$ cat config.mk
export PLATFORM = sky130hd
export DESIGN_NAME = addsub_serial_seq_flat
export DESIGN_NICKNAME = d
export VERILOG_FILES = /design/src/rtl/addsub_seq_pkg.sv /design/src/rtl/addsub_serial_seq_if.sv /design/src/rtl/addsub_nibble.sv /design/src/rtl/addsub_serial_seq.sv /design/src/flat_wrapper.sv
export SDC_FILE = /design/constraint.sdc
export NUM_CORES = 1
export LEC_CHECK = 0
export ABC_AREA = 1
export BUFFER_PORTS_ARGS = -buffer_cell sky130_fd_sc_hd__buf_2
export CAP_MARGIN = 40
export CORE_MARGIN = 4
export CORE_UTILIZATION = 40
export CTS_CLUSTER_DIAMETER = 80
export DETAILED_ROUTE_END_ITERATION = 6
export GPL_TIMING_DRIVEN = 0
export PLACE_DENSITY = 0.67
export RECOVER_POWER = 100
export SYNTH_ARGS = -nofsm -noshare
export SYNTH_HDL_FRONTEND = slang
export SYNTH_SLANG_ARGS = --single-unit
$ cat constraint.sdc
create_clock -name clk -period 4.9 [get_ports clk]
set_clock_uncertainty 0.15 [all_clocks]
set_input_delay 1.225 -clock clk [delete_from_list [all_inputs] [get_ports clk]]
set_output_delay 1.225 -clock clk [all_outputs]
set_load 0.02 [all_outputs]
$ cat src/rtl/addsub_seq_pkg.sv
// Shared types and constants for the serial nibble add/subtract sequencer.
package addsub_seq_pkg;

    localparam int unsigned NIB_W = 4;

    localparam logic OP_ADD = 1'b0;
    localparam logic OP_SUB = 1'b1;

    typedef enum logic [1:0] {
        IDLE = 2'd0,
        RUN  = 2'd1,
        DONE = 2'd2
    } state_t;

    // Index counter width; a single-nibble build still needs a 1-bit counter.
    function automatic int unsigned idx_width(input int unsigned n);
        return (n > 1) ? $clog2(n) : 1;
    endfunction

endpackage

$ cat src/rtl/addsub_serial_seq_if.sv
// Request/response bundle between the controller and the serial add/sub sequencer.
interface addsub_serial_seq_if #(
    parameter int unsigned NIBBLES = 4
);
    import addsub_seq_pkg::*;

    localparam int unsigned WIDTH = NIB_W * NIBBLES;

    logic             start;
    logic             op;
    logic [WIDTH-1:0] a;
    logic [WIDTH-1:0] b;
    logic             busy;
    logic             done;
    logic [WIDTH-1:0] result;
    logic             carry;
    logic             overflow;
    logic             zero;

    modport master (
        output start, op, a, b,
        input  busy, done, result, carry, overflow, zero
    );

    modport slave (
        input  start, op, a, b,
        output busy, done, result, carry, overflow, zero
    );

endinterface

$ cat src/rtl/addsub_nibble.sv
// Combinational 4-bit add/subtract slice; exposes carry into bit 3 for overflow detection.
module addsub_nibble
    import addsub_seq_pkg::*;
(
    input  logic [NIB_W-1:0] a,
    input  logic [NIB_W-1:0] b,
    input  logic             sub,
    input  logic             cin,
    output logic [NIB_W-1:0] s,
    output logic             cout,
    output logic             c3
);

    logic [NIB_W-1:0] w_bx;
    logic [NIB_W:0]   w_sum;
    logic [NIB_W-1:0] w_low;

    assign w_bx  = b ^ {NIB_W{sub}};
    assign w_sum = {1'b0, a} + {1'b0, w_bx} + {{NIB_W{1'b0}}, cin};
    // Sum of the three low bits only; its top bit is the carry into bit 3.
    assign w_low = {1'b0, a[NIB_W-2:0]} + {1'b0, w_bx[NIB_W-2:0]} + {{(NIB_W-1){1'b0}}, cin};

    assign s    = w_sum[NIB_W-1:0];
    assign cout = w_sum[NIB_W];
    assign c3   = w_low[NIB_W-1];

endmodule

$ cat src/rtl/addsub_serial_seq.sv
// Wide add/subtract sequenced one nibble per cycle, LS nibble first, through one shared slice.
// Optional macro ADDSUB_SEQ_SATURATE_EN clamps the final result on signed overflow.
module addsub_serial_seq
    import addsub_seq_pkg::*;
#(
    parameter int unsigned NIBBLES = 4
) (
    input  logic              clk,
    input  logic              rst_n,
    addsub_serial_seq_if.slave bus
);

    localparam int unsigned WIDTH = NIB_W * NIBBLES;
    localparam int unsigned IDX_W = idx_width(NIBBLES);
    localparam logic [IDX_W-1:0] LAST = IDX_W'(NIBBLES - 1);

    state_t           r_state;
    state_t           w_state_nxt;
    logic [WIDTH-1:0] r_a;
    logic [WIDTH-1:0] r_b;
    logic             r_op;
    logic [IDX_W-1:0] r_idx;
    logic             r_cin;
    logic [WIDTH-1:0] r_result;
    logic             r_busy;
    logic             r_done;
    logic             r_carry;
    logic             r_overflow;
    logic             r_zero;

    logic [NIB_W-1:0] w_a_nib;
    logic [NIB_W-1:0] w_b_nib;
    logic [NIB_W-1:0] w_s;
    logic             w_cout;
    logic             w_c3;
    logic             w_ovf;
    logic             w_last;
    logic [WIDTH-1:0] w_res_nxt;
    logic [WIDTH-1:0] w_final;

    assign w_a_nib = r_a[NIB_W*r_idx +: NIB_W];
    assign w_b_nib = r_b[NIB_W*r_idx +: NIB_W];
    assign w_ovf   = w_cout ^ w_c3;
    assign w_last  = (r_idx == LAST);

    addsub_nibble u_nib (
        .a    (w_a_nib),
        .b    (w_b_nib),
        .sub  (r_op),
        .cin  (r_cin),
        .s    (w_s),
        .cout (w_cout),
        .c3   (w_c3)
    );

    always_ff @(posedge clk or negedge rst_n) begin
        if (!rst_n) begin
            r_state <= IDLE;
        end else begin
            r_state <= w_state_nxt;
        end
    end

    always_comb begin
        w_state_nxt = r_state;
        w_res_nxt   = r_result;
        w_res_nxt[NIB_W*r_idx +: NIB_W] = w_s;
        case (r_state)
            IDLE:    if (bus.start) w_state_nxt = RUN;
            RUN:     if (w_last)    w_state_nxt = DONE;
            DONE:    w_state_nxt = IDLE;
            default: w_state_nxt = IDLE;
        endcase
    end

`ifdef ADDSUB_SEQ_SATURATE_EN
    // On overflow both MS operand signs agree, so A's sign picks the clamp direction.
    always_comb begin
        w_final = w_res_nxt;
        if (w_ovf) begin
            w_final = r_a[WIDTH-1] ? {1'b1, {(WIDTH-1){1'b0}}} : {1'b0, {(WIDTH-1){1'b1}}};
        end
    end
`else
    assign w_final = w_res_nxt;
`endif

    always_ff @(posedge clk or negedge rst_n) begin
        if (!rst_n) begin
            r_a        <= '0;
            r_b        <= '0;
            r_op       <= 1'b0;
            r_idx      <= '0;
            r_cin      <= 1'b0;
            r_result   <= '0;
            r_busy     <= 1'b0;
            r_done     <= 1'b0;
            r_carry    <= 1'b0;
            r_overflow <= 1'b0;
            r_zero     <= 1'b0;
        end else begin
            r_busy <= (w_state_nxt != IDLE);
            r_done <= (w_state_nxt == DONE);
            case (r_state)
                IDLE: begin
                    if (bus.start) begin
                        r_a   <= bus.a;
                        r_b   <= bus.b;
                        r_op  <= bus.op;
                        r_idx <= '0;
                        r_cin <= bus.op;
                    end
                end
                RUN: begin
                    r_cin <= w_cout;
                    r_idx <= r_idx + IDX_W'(1);
                    if (w_last) begin
                        r_result   <= w_final;
                        r_carry    <= w_cout;
                        r_overflow <= w_ovf;
                        r_zero     <= (w_final == '0);
                    end else begin
                        r_result   <= w_res_nxt;
                    end
                end
                default: ;
            endcase
        end
    end

    assign bus.busy     = r_busy;
    assign bus.done     = r_done;
    assign bus.result   = r_result;
    assign bus.carry    = r_carry;
    assign bus.overflow = r_overflow;
    assign bus.zero     = r_zero;

endmodule
$ cat src/flat_wrapper.sv
// flat-port wrapper written by rule: the top's interface ports become plain ports
module addsub_serial_seq_flat import addsub_seq_pkg::*;
#(
    parameter int unsigned NIBBLES = 4
)
  (clk, rst_n, bus_start, bus_op, bus_a, bus_b, bus_busy, bus_done, bus_result, bus_carry, bus_overflow, bus_zero);
  addsub_serial_seq_if #(.NIBBLES(NIBBLES)) bus_i ();
  input  logic clk;
  input  logic rst_n;
  input wire logic [$bits(bus_i.start)-1:0] bus_start;
  input wire logic [$bits(bus_i.op)-1:0] bus_op;
  input wire logic [$bits(bus_i.a)-1:0] bus_a;
  input wire logic [$bits(bus_i.b)-1:0] bus_b;
  output wire logic [$bits(bus_i.busy)-1:0] bus_busy;
  output wire logic [$bits(bus_i.done)-1:0] bus_done;
  output wire logic [$bits(bus_i.result)-1:0] bus_result;
  output wire logic [$bits(bus_i.carry)-1:0] bus_carry;
  output wire logic [$bits(bus_i.overflow)-1:0] bus_overflow;
  output wire logic [$bits(bus_i.zero)-1:0] bus_zero;
  assign bus_i.start = bus_start;
  assign bus_i.op = bus_op;
  assign bus_i.a = bus_a;
  assign bus_i.b = bus_b;
  assign bus_busy = bus_i.busy;
  assign bus_done = bus_i.done;
  assign bus_result = bus_i.result;
  assign bus_carry = bus_i.carry;
  assign bus_overflow = bus_i.overflow;
  assign bus_zero = bus_i.zero;
  addsub_serial_seq #(.NIBBLES(NIBBLES)) u_core (.clk(clk), .rst_n(rst_n), .bus(bus_i));
endmodule
Word level (Yosys, flattened, before mapping):

Cells that the tools add are included.

* reduce and logical (&&, ||, !) cells: 7
* shifts and indexed selects: 4
* add/sub/neg operators: 6
* equal/unequal tests: 4
* muxes and demuxes: 8
* bitwise gates (word level): 2

Operators by type and width (number)
* 4-bit negator with 34-bit output: 1
* 4-bit by 34-bit variable shift with 16-bit output, first input constant: 1
* 4-bit by 34-bit indexed part select with 16-bit output: 1
* 16-bit by 5-bit indexed part select with 4-bit output: 2
* 16-bit bitwise mux: 1
* 16-bit zero test: 1
* 2-bit one-hot mux with 2 select lines: 2
* 2-bit two-way mux: 3
* 2-bit AND reduction: 3
* 4-bit by 4-bit adder with 5-bit output: 1
* 5-bit by 1-bit adder with 5-bit output: 1
* 3-bit by 3-bit adder with 4-bit output: 1
* 4-bit by 1-bit adder with 4-bit output: 1
* 2-bit == test, second input constant: 2
* 2-bit nonzero test: 2
* 4-bit bitwise XOR: 1
* 2-bit by 1-bit adder with 2-bit output, second input constant: 1
* 2-bit by 1-bit == test with 1-bit output, second input constant: 1
* 2-bit zero test: 1
* 2-bit inequality test, second input constant: 1
* 1-bit one-hot mux with 2 select lines: 1
* 1-bit two-way mux: 1
* 1-bit bitwise XOR: 1

* flip-flop bits (word level): 59

Logic depth before layout (Yosys ltp):

Gate-level depths: netlist (run 1).

* word-level depth: 7
* mapped depth: 18
* depth with buffers taken out: 17

Modules after synthesis:

From an unflattened synthesis (run 1), not the netlist that was laid out.

* cells, all modules: 397
* area, all modules: 3070.4 µm²

By module, submodules not included
* addsub_serial_seq: instances 1, area an instance 2882.8 µm², cells each 372, sequential area each 1476.4 µm²
* addsub_nibble: instances 1, area an instance 187.7 µm², cells each 25, sequential area each 0.0 µm²

Worst setup path after synthesis (run 1):

Ideal clock, no wire load.

* path type: register to register
* start point: register u_core.r_idx[0]
* end point: register u_core.r_zero (netlist: u_core.bus.zero)
* period minus slack after synthesis: 2893 ps
* arrival: 2626 ps
* library setup time: 117 ps
* buffers on the path: 3
* data required time: 4633 ps
* stages on the path, launching flop included: 18
* path slack: 2007 ps
* cells stage by stage: dfrtp_1 > buf_6 > buf_6 > buf_6 > nand2_1 > a32o_1 > fa_1 > fa_1 > nor2_1 > nand3_1 > nand2_1 > nor2_1 > nand2_1 > nor2_1 > nand2_1 > nor2_1 > nand3_1 > nand2_1

* cells in the longest elaborated chain, start to end: 7
* elaborated cells on any way between the ends: 12
* classes of those cells: 3 x add/sub; 1 x eq/ne; 4 x shift; 1 x mux; 1 x bitwise; 2 x reduce/logical

Ends and longest elaborated chain
* start, declared: RTL line addsub_serial_seq.sv:22 `logic [IDX_W-1:0] r_idx;`
* start signal, assigned: RTL line addsub_serial_seq.sv:116 `r_idx <= r_idx + IDX_W'(1);`
* 16-bit by 5-bit indexed part select with 4-bit output: RTL line addsub_serial_seq.sv:42 `assign w_b_nib = r_b[NIB_W*r_idx +: NIB_W];`
* 4-bit bitwise XOR: RTL line addsub_nibble.sv:18 `assign w_bx = b ^ {NIB_W{sub}};`
* 4-bit by 4-bit adder with 5-bit output: RTL line addsub_nibble.sv:19 `assign w_sum = {1'b0, a} + {1'b0, w_bx} + {{NIB_W{1'b0}}, cin};`
* 5-bit by 1-bit adder with 5-bit output: RTL line addsub_nibble.sv:19
* 4-bit by 34-bit indexed part select with 16-bit output: RTL line addsub_serial_seq.sv:67 `w_res_nxt[NIB_W*r_idx +: NIB_W] = w_s;`
* 16-bit bitwise mux: RTL line addsub_serial_seq.sv:67
* 16-bit zero test: RTL line addsub_serial_seq.sv:121 `r_zero <= (w_final == '0);`
* end signal, assigned: RTL line addsub_serial_seq.sv:121
* end, declared: RTL line addsub_serial_seq.sv:29 `logic r_zero;`

Several ways; a longest one is shown, not always the timed one.
A chain may end at the register's enable or synchronous reset.

Worst setup path in the final report (run 1):

* start point: register u_core.r_idx[1]
* end point: register u_core.r_zero (netlist: u_core.bus.zero)

The elaborated chain is that of the path after synthesis.

==> results.txt, run 1 <==
Iter 0 DRT Violations: 105
H-tree depth: 3
Fraction of layout cells with a size suffix above 1: 0.137
CTS tree: done
Number of flops mapped to enable cells by yosys: 0
Adder-cell share of the synthesized area: 0.0497
Max_cap viols: 0
CTS clock-pin slew for the worst setup and hold paths: 0.07 ns
Synth Instances: 394
Final TNS setup: 0 ns
DR pass1 iterations: 4
Slowest cell delay on critical path: 0.55 ns
Crit end category: flop
Post-synth top cells: nand2_1 (158), dfrtp_1 (59), nor2_1 (42)
Worst-Skew Late Latency: 0.35 ns
DR vias/cell: 4.82
GP Congestion: 0.861
Avg Inst Size Synth: 7.80 um^2
Total power: 2.99 mW
Port buffer count: 56
Clock root buffer: clkbuf_8
Hold Buf Count CTS: 0
Avg WL per Cell: 12.9 um
Worst-margin pin slew: 1.19 ns
Pwr/cell area: 822 nW/um^2
Met3 usage: 0.0450
Pin count of the biggest net entering global routing: 39
Distinct cells, synth: 30
Finish-stage setup viols: 0
Setup Crit Path Kind: reg2reg
Cell with the most instances after synthesis: nand2_1
Crit path required time: 5.03 ns
I/O pins: 57
Synthesis-to-finish area growth: 18.6%
Core area: 7370 um^2
RSZ-0062 raised after global routing: false
Clock buffer depth: 2
Row cnt: 31
YS warnings: 0
Async SR Flop Fraction: 1.00
Synth Area in Simple Gates: 0.292
Synth Area in XOR/XNOR: 0.0143
Slew Limit Headroom: 0.205
Compound-gate portion of the synthesized area: 0.0994
Post-layout util: 0.494
Filler cells: 764
Die Ht: 95.6 um
Netlist Area Pre-Place: 3070 um^2
GR Overflow Total: 0
Worst Path Buf+Inv: 2
GRT Util Overall: 0.180
HP Class: reg2reg
Vias in the first global route: 2734
Slowest cell on crit path: fa_1
Setup bufs post-CTS: 0
Area of the die: 9150 um^2
Sequential share of the synthesized area: 0.481
CP max FO: 12
Final Slew Violations: 0
GR peak layer: met2
Clock buffer count from CTS: 9
Routed Antenna Nets: 0
Initial antenna violation count: 0
HPWL Detailed: 5460 um
Final worst path period share: 0.755
WL final: 7280 um
Synth Flop Type: dfrtp_1
Final #Nets: 509
Peak supply drop: 0.000348 V
# DRC: 0
Synth area leader: dfrtp_1
Total number of vias: 2730
Synth area leaders: dfrtp_1 (48%), nand2_1 (19%), nor2_1 (5.1%)
Area fraction of the dominant cell type after synthesis: 0.481
P_leak: 1.88 nW
Net Count, Synth: 441
Max frequency: 270 MHz
Crit path arrival time: 3.83 ns
Starting Density: 0.417
Post-cts sizing count: 0
Worst Hold Slack: 0.326 ns
Cell Chain, Critical Path: inv_1 > clkbuf_1 > o21ai_0 > o22ai_1 > xor2_1 > fa_1 > fa_1 > nor2_1 > nand3_1 > nand2_1 > nor2_1 > nand2_1 > nor2_1 > nand2_1 > nor2_1 > nand3_1 > nand2_1
Seq cells post-synth: 59
N_diodes: 0
CP top delay family: adder cells
M2 GR Usage: 0.294
Clock sinks: 59
Final hold violations: 0
Status: complete, no violations
Post-synthesis mux area share: 0
Met1 usage: 0.232
Die width: 95.6 um
Final Critical Period: 3.70 ns
Main combinational cell family by area after synthesis: simple AND/OR/NAND/NOR gates
First-pass GRT wire length: 12700 um
Setup crit start kind: flop
[final timing paths]
| kind | start | endpoint | slack, ns | depth (start not counted) |
|---|---|---|---|---|
| setup / recovery | u_core.r_idx[1] | u_core.bus.zero | 1.20 | 17 |
| hold / removal | u_core.r_a[6] | u_core.r_a[6] | 0.33 | 2 |
| setup reg to reg | u_core.r_idx[1] | u_core.bus.zero | 1.20 | 17 |
| hold reg to reg | u_core.r_a[6] | u_core.r_a[6] | 0.33 | 2 |
| max in group asynchronous | rst_n | u_core.bus.result[12] | 2.85 | 2 |
| min in group asynchronous | rst_n | u_core.bus.result[7] | 0.96 | 1 |
[power by group]
| part | switching [mW] | internal [mW] | leakage [nW] |
|---|---|---|---|
| registers | 0.143 | 0.708 | 0.735 |
| logic | 1.14 | 0.597 | 1.06 |
| clock network | 0.209 | 0.201 | 0.0855 |
[cell families (layout without fill, tap and decap cells)]
family / after synthesis / count (layout)
compound gates: 51 / 51
xor+xnor: 5 / 5
fa+ha+maj: 11 / 11
buf+inv: 45 / 118
flops: 59 / 59
simple gates: 223 / 223
[registers in the layout (all words and copies together) (netlist names)]
signal,count
u_core.bus.zero,1
u_core.r_b,16
u_core.bus.done,1
u_core.r_state,2
u_core.bus.busy,1
u_core.bus.overflow,1
u_core.r_a,16
u_core.bus.result,16
u_core.r_op,1
u_core.r_idx,2
u_core.r_cin,1
u_core.bus.carry,1
[worst reg2reg max path: cells and delay by family (launching register included)]
kind	cells	cell delay [ns]
fa+ha+maj	2	0.96
simple gates	10	0.89
buf+inv	2	0.63
flops	1	0.50
compound gates	2	0.38
xor+xnor	1	0.12
[per-layer routing]
layer | part of all wire | wire (um)
met3 | 0.059 | 432
met1 | 0.46 | 3370
met5 | 0 | 0
met2 | 0.47 | 3410
met4 | 0.010 | 74
[through the flow]
stage               cell area [um^2]  std cells  setup slack (ns)
floorplan                       3070        394              2.01
global placement                3480        549              1.55
detailed placement              3500        550              1.52
CTS                             3680        566              1.49
global route                    3640        566             0.863
finish                          3640        566              1.20
[layout by cell type, fill, tap and decap left out]
cell type   instances
nand2_1           161
dfrtp_1            59
nor2_1             42
buf_2              35
inv_1              30
clkbuf_1           30
o21ai_0            23
nand3_1            13
clkbuf_8           10
ha_1                9
a31oi_1             8
o22ai_1             7
a21oi_1             4
xor2_1              4
buf_6               3
clkinvlp_4          3
a32o_1              2
nor2_4              2
buf_1               2
nand3_2             2
nand2_2             2
fa_1                2
inv_6               2
inv_2               1
a32oi_1             1
o21bai_1            1
o211ai_1            1
a21oi_2             1
nand4_1             1
a21boi_1            1
a21boi_0            1
xnor2_1             1
o21ai_2             1
clkinv_4            1
buf_12              1
[final cells by class]
class / instances / area (um^2) / share of cell area
Buffer: 14 / 76.3 / 0.0210
Tap cell: 99 / 124 / 0.0340
Sequential cell: 59 / 1480 / 0.405
Clock buffer: 10 / 138 / 0.0378
Multi-Input combinational cell: 290 / 1390 / 0.382
Inverter: 31 / 116 / 0.0319
Clock inverter: 6 / 48.8 / 0.0134
Timing Repair Buffer: 57 / 273 / 0.0749
No activity file was read; power rests on OpenSTA's default activity.
==> inputs of run 2 (changes only) <==
--- a/config.mk
+++ b/config.mk
@@ -5,7 +5,7 @@
 export SDC_FILE = /design/constraint.sdc
 export NUM_CORES = 1
 export LEC_CHECK = 0
-export ABC_AREA = 1
+export ABC_AREA = 0
 export BUFFER_PORTS_ARGS = -buffer_cell sky130_fd_sc_hd__buf_2
 export CAP_MARGIN = 40
 export CORE_MARGIN = 4
==> constraint.sdc (replaced) <==
create_clock -name clk -period 3.5 [get_ports clk]
set_clock_uncertainty 0.15 [all_clocks]
set_input_delay 0.875 -clock clk [delete_from_list [all_inputs] [get_ports clk]]
set_output_delay 0.875 -clock clk [all_outputs]
set_load 0.02 [all_outputs]
==> results.txt, run 2 <==
Status: complete, no violations
Most frequent cells in the layout: dfrtp_1 (59), buf_2 (35), mux2_2 (34)
CP top delay family: adder cells
Final TNS setup: 0 ns
Avg Inst Size Synth: 12.4 um^2
Post-synth top cells: dfrtp_1 (59), mux2_2 (34), nand2_1 (26)
Synthesis-to-finish area growth: 20.0%
# DRC: 0
WL final: 6070 um
Starting Density: 0.420
GP Congestion: 0.802
Synth Instances: 235
Crit end category: flop
GR Overflow Total: 0
Die Ht: 93.2 um
Critical path startpoint: u_core.r_idx[0]
Row cnt: 30
Synth Flop Type: dfrtp_1
Net Count, Synth: 282
Crit path required time: 3.58 ns
Crit path arrival time: 3.46 ns
Synth area leaders: dfrtp_1 (51%), mux2_2 (13%), mux4_2 (6.2%)
Total number of vias: 1985
Sequential share of the synthesized area: 0.509
Core area: 6910 um^2
Initial antenna violation count: 0
Setup crit start kind: flop
Clock sinks: 59
Iter 0 DRT Violations: 58
Slowest cell delay on critical path: 0.54 ns
Most common cell on crit path: fa_2
Routed Antenna Nets: 0
Avg WL per Cell: 14.9 um
HPWL Detailed: 4540 um
Register Area: 1480 um^2
Hold Buf Count CTS: 0
Slew Limit Headroom: 0.0766
Most common cell after layout, fill and taps aside: dfrtp_1
Die width: 93.2 um
Fraction of layout cells with a size suffix above 1: 0.335
Filler cells: 671
Area taken by multi-input logic gates: 1330 um^2
Distinct cells, synth: 41
Area fraction of the dominant cell type after synthesis: 0.509
DR pass1 iterations: 4
Clock buffer depth: 2
DR vias/cell: 4.89
Netlist Area Pre-Place: 2900 um^2
Slowest cell on crit path: mux4_2
Final worst path period share: 0.968
Setup Crit Path Kind: reg2reg
Max frequency: 295 MHz
Cell Chain, Critical Path: buf_6 > mux4_2 > xnor2_1 > fa_2 > fa_2 > or4b_1 > o21ai_0 > nor4b_2 > a32o_1
Worst Path Buf+Inv: 1
Worst-margin pin slew: 1.39 ns
HP Class: reg2reg
Finish-stage setup viols: 0
CTS clock-pin slew for the worst setup and hold paths: 0.07 ns
Final #Nets: 352
I/O pins: 57
Number of flops mapped to enable cells by yosys: 0
Area of the die: 8680 um^2
CTS tree: done
Final Slew Violations: 0
Async SR Flop Fraction: 1.00
Cell with the most instances after synthesis: dfrtp_1
CP max FO: 16
H-tree depth: 3
Clock buffer count from CTS: 9
Pin count of the biggest net entering global routing: 27
Final Critical Period: 3.39 ns
Max_cap viols: 0
Seq cells post-synth: 59
Synth area leader: dfrtp_1
YS warnings: 0
RSZ-0062 raised after global routing: false
Clock root buffer: clkbuf_8
Worst-Skew Late Latency: 0.34 ns
GRT Util Overall: 0.155
N_diodes: 0
Hold Crit Start: u_core.bus.overflow
Port buffer count: 56
Final hold violations: 0
First-pass GRT wire length: 10300 um
Worst r2r src: u_core.r_idx[0]
Vias in the first global route: 2057
==> run 2: cells by family (layout without fill, tap and decap cells) <==
logic type / Yosys count / in the layout / share of synthesized area
DFF: 59 / 59 / 0.509
and+or+nand+nor: 52 / 52 / 0.0935
muxes: 45 / 45 / 0.204
AOI/OAI and AO/OA: 37 / 37 / 0.0802
buffers and inverters: 24 / 99 / 0.0397
adders and majority gates: 11 / 11 / 0.0526
xor gates and xnor gates: 7 / 7 / 0.0211
==> run 2: area by class of cell <==
class,instances,area share
tap,96,0.0345
clock inverter,5,0.0151
clock buffer,11,0.0406
multi-input combinational,152,0.380
timing repair buffer,60,0.0779
buffer,10,0.0140
inverter,13,0.0140
sequential,59,0.424
==> run 2: final timing paths <==
check,endpoint,slack [ns],cells after the start
worst max-delay path,u_core.bus.zero,0.11,9
worst min-delay path,u_core.bus.overflow,0.35,2
worst max register to register,u_core.bus.zero,0.11,9
worst min register to register,u_core.bus.overflow,0.35,2
max in group asynchronous,u_core.r_b[7],0.63,3
min in group asynchronous,u_core.bus.result[3],0.44,1
==> run 2: stage by stage <==
| step | hold slack (ns) | setup WS (ns) | instances | cell area [um^2] | utilization |
|---|---|---|---|---|---|
| detailed placement | 0.331 | -0.382 | 389 | 3350 | 0.485 |
| finish | 0.347 | 0.111 | 406 | 3480 | 0.505 |
| CTS | 0.287 | 0.0387 | 407 | 3580 | 0.519 |
| floorplan | 0.325 | 0.0656 | 235 | 2900 | - |
| global route | 0.377 | 0.00582 | 406 | 3480 | 0.505 |
| global placement | 0.319 | -0.275 | 387 | 3300 | 0.478 |
==> run 2: worst reg2reg max path, delay by kind of cell (launching register included) <==
kind / cells / cell delay, ns
adders and majority gates: 2 / 0.86
and+or+nand+nor: 2 / 0.60
muxes: 1 / 0.54
DFF: 1 / 0.38
AOI/OAI and AO/OA: 2 / 0.35
buffers and inverters: 1 / 0.22
xor gates and xnor gates: 1 / 0.18
==> run 2: metal layers <==
metal	track usage	up-vias	wire [um]
met5	0	-	0
met1	0.207	962	2880
met2	0.237	48	2790
met4	0.0562	0	84
met3	0.0515	10	312
li1	-	965	-
==> run 2: repair_timing <==
item	4_1_cts	5_1_grt
setup buffers	2	0
endpoints found under the setup margin	1	1
pin swaps	1	0
resized for setup	8	1
Power of run 2 is not shown: default switching activity piles up to over one toggle a cycle in this logic, so the estimate is an artifact.
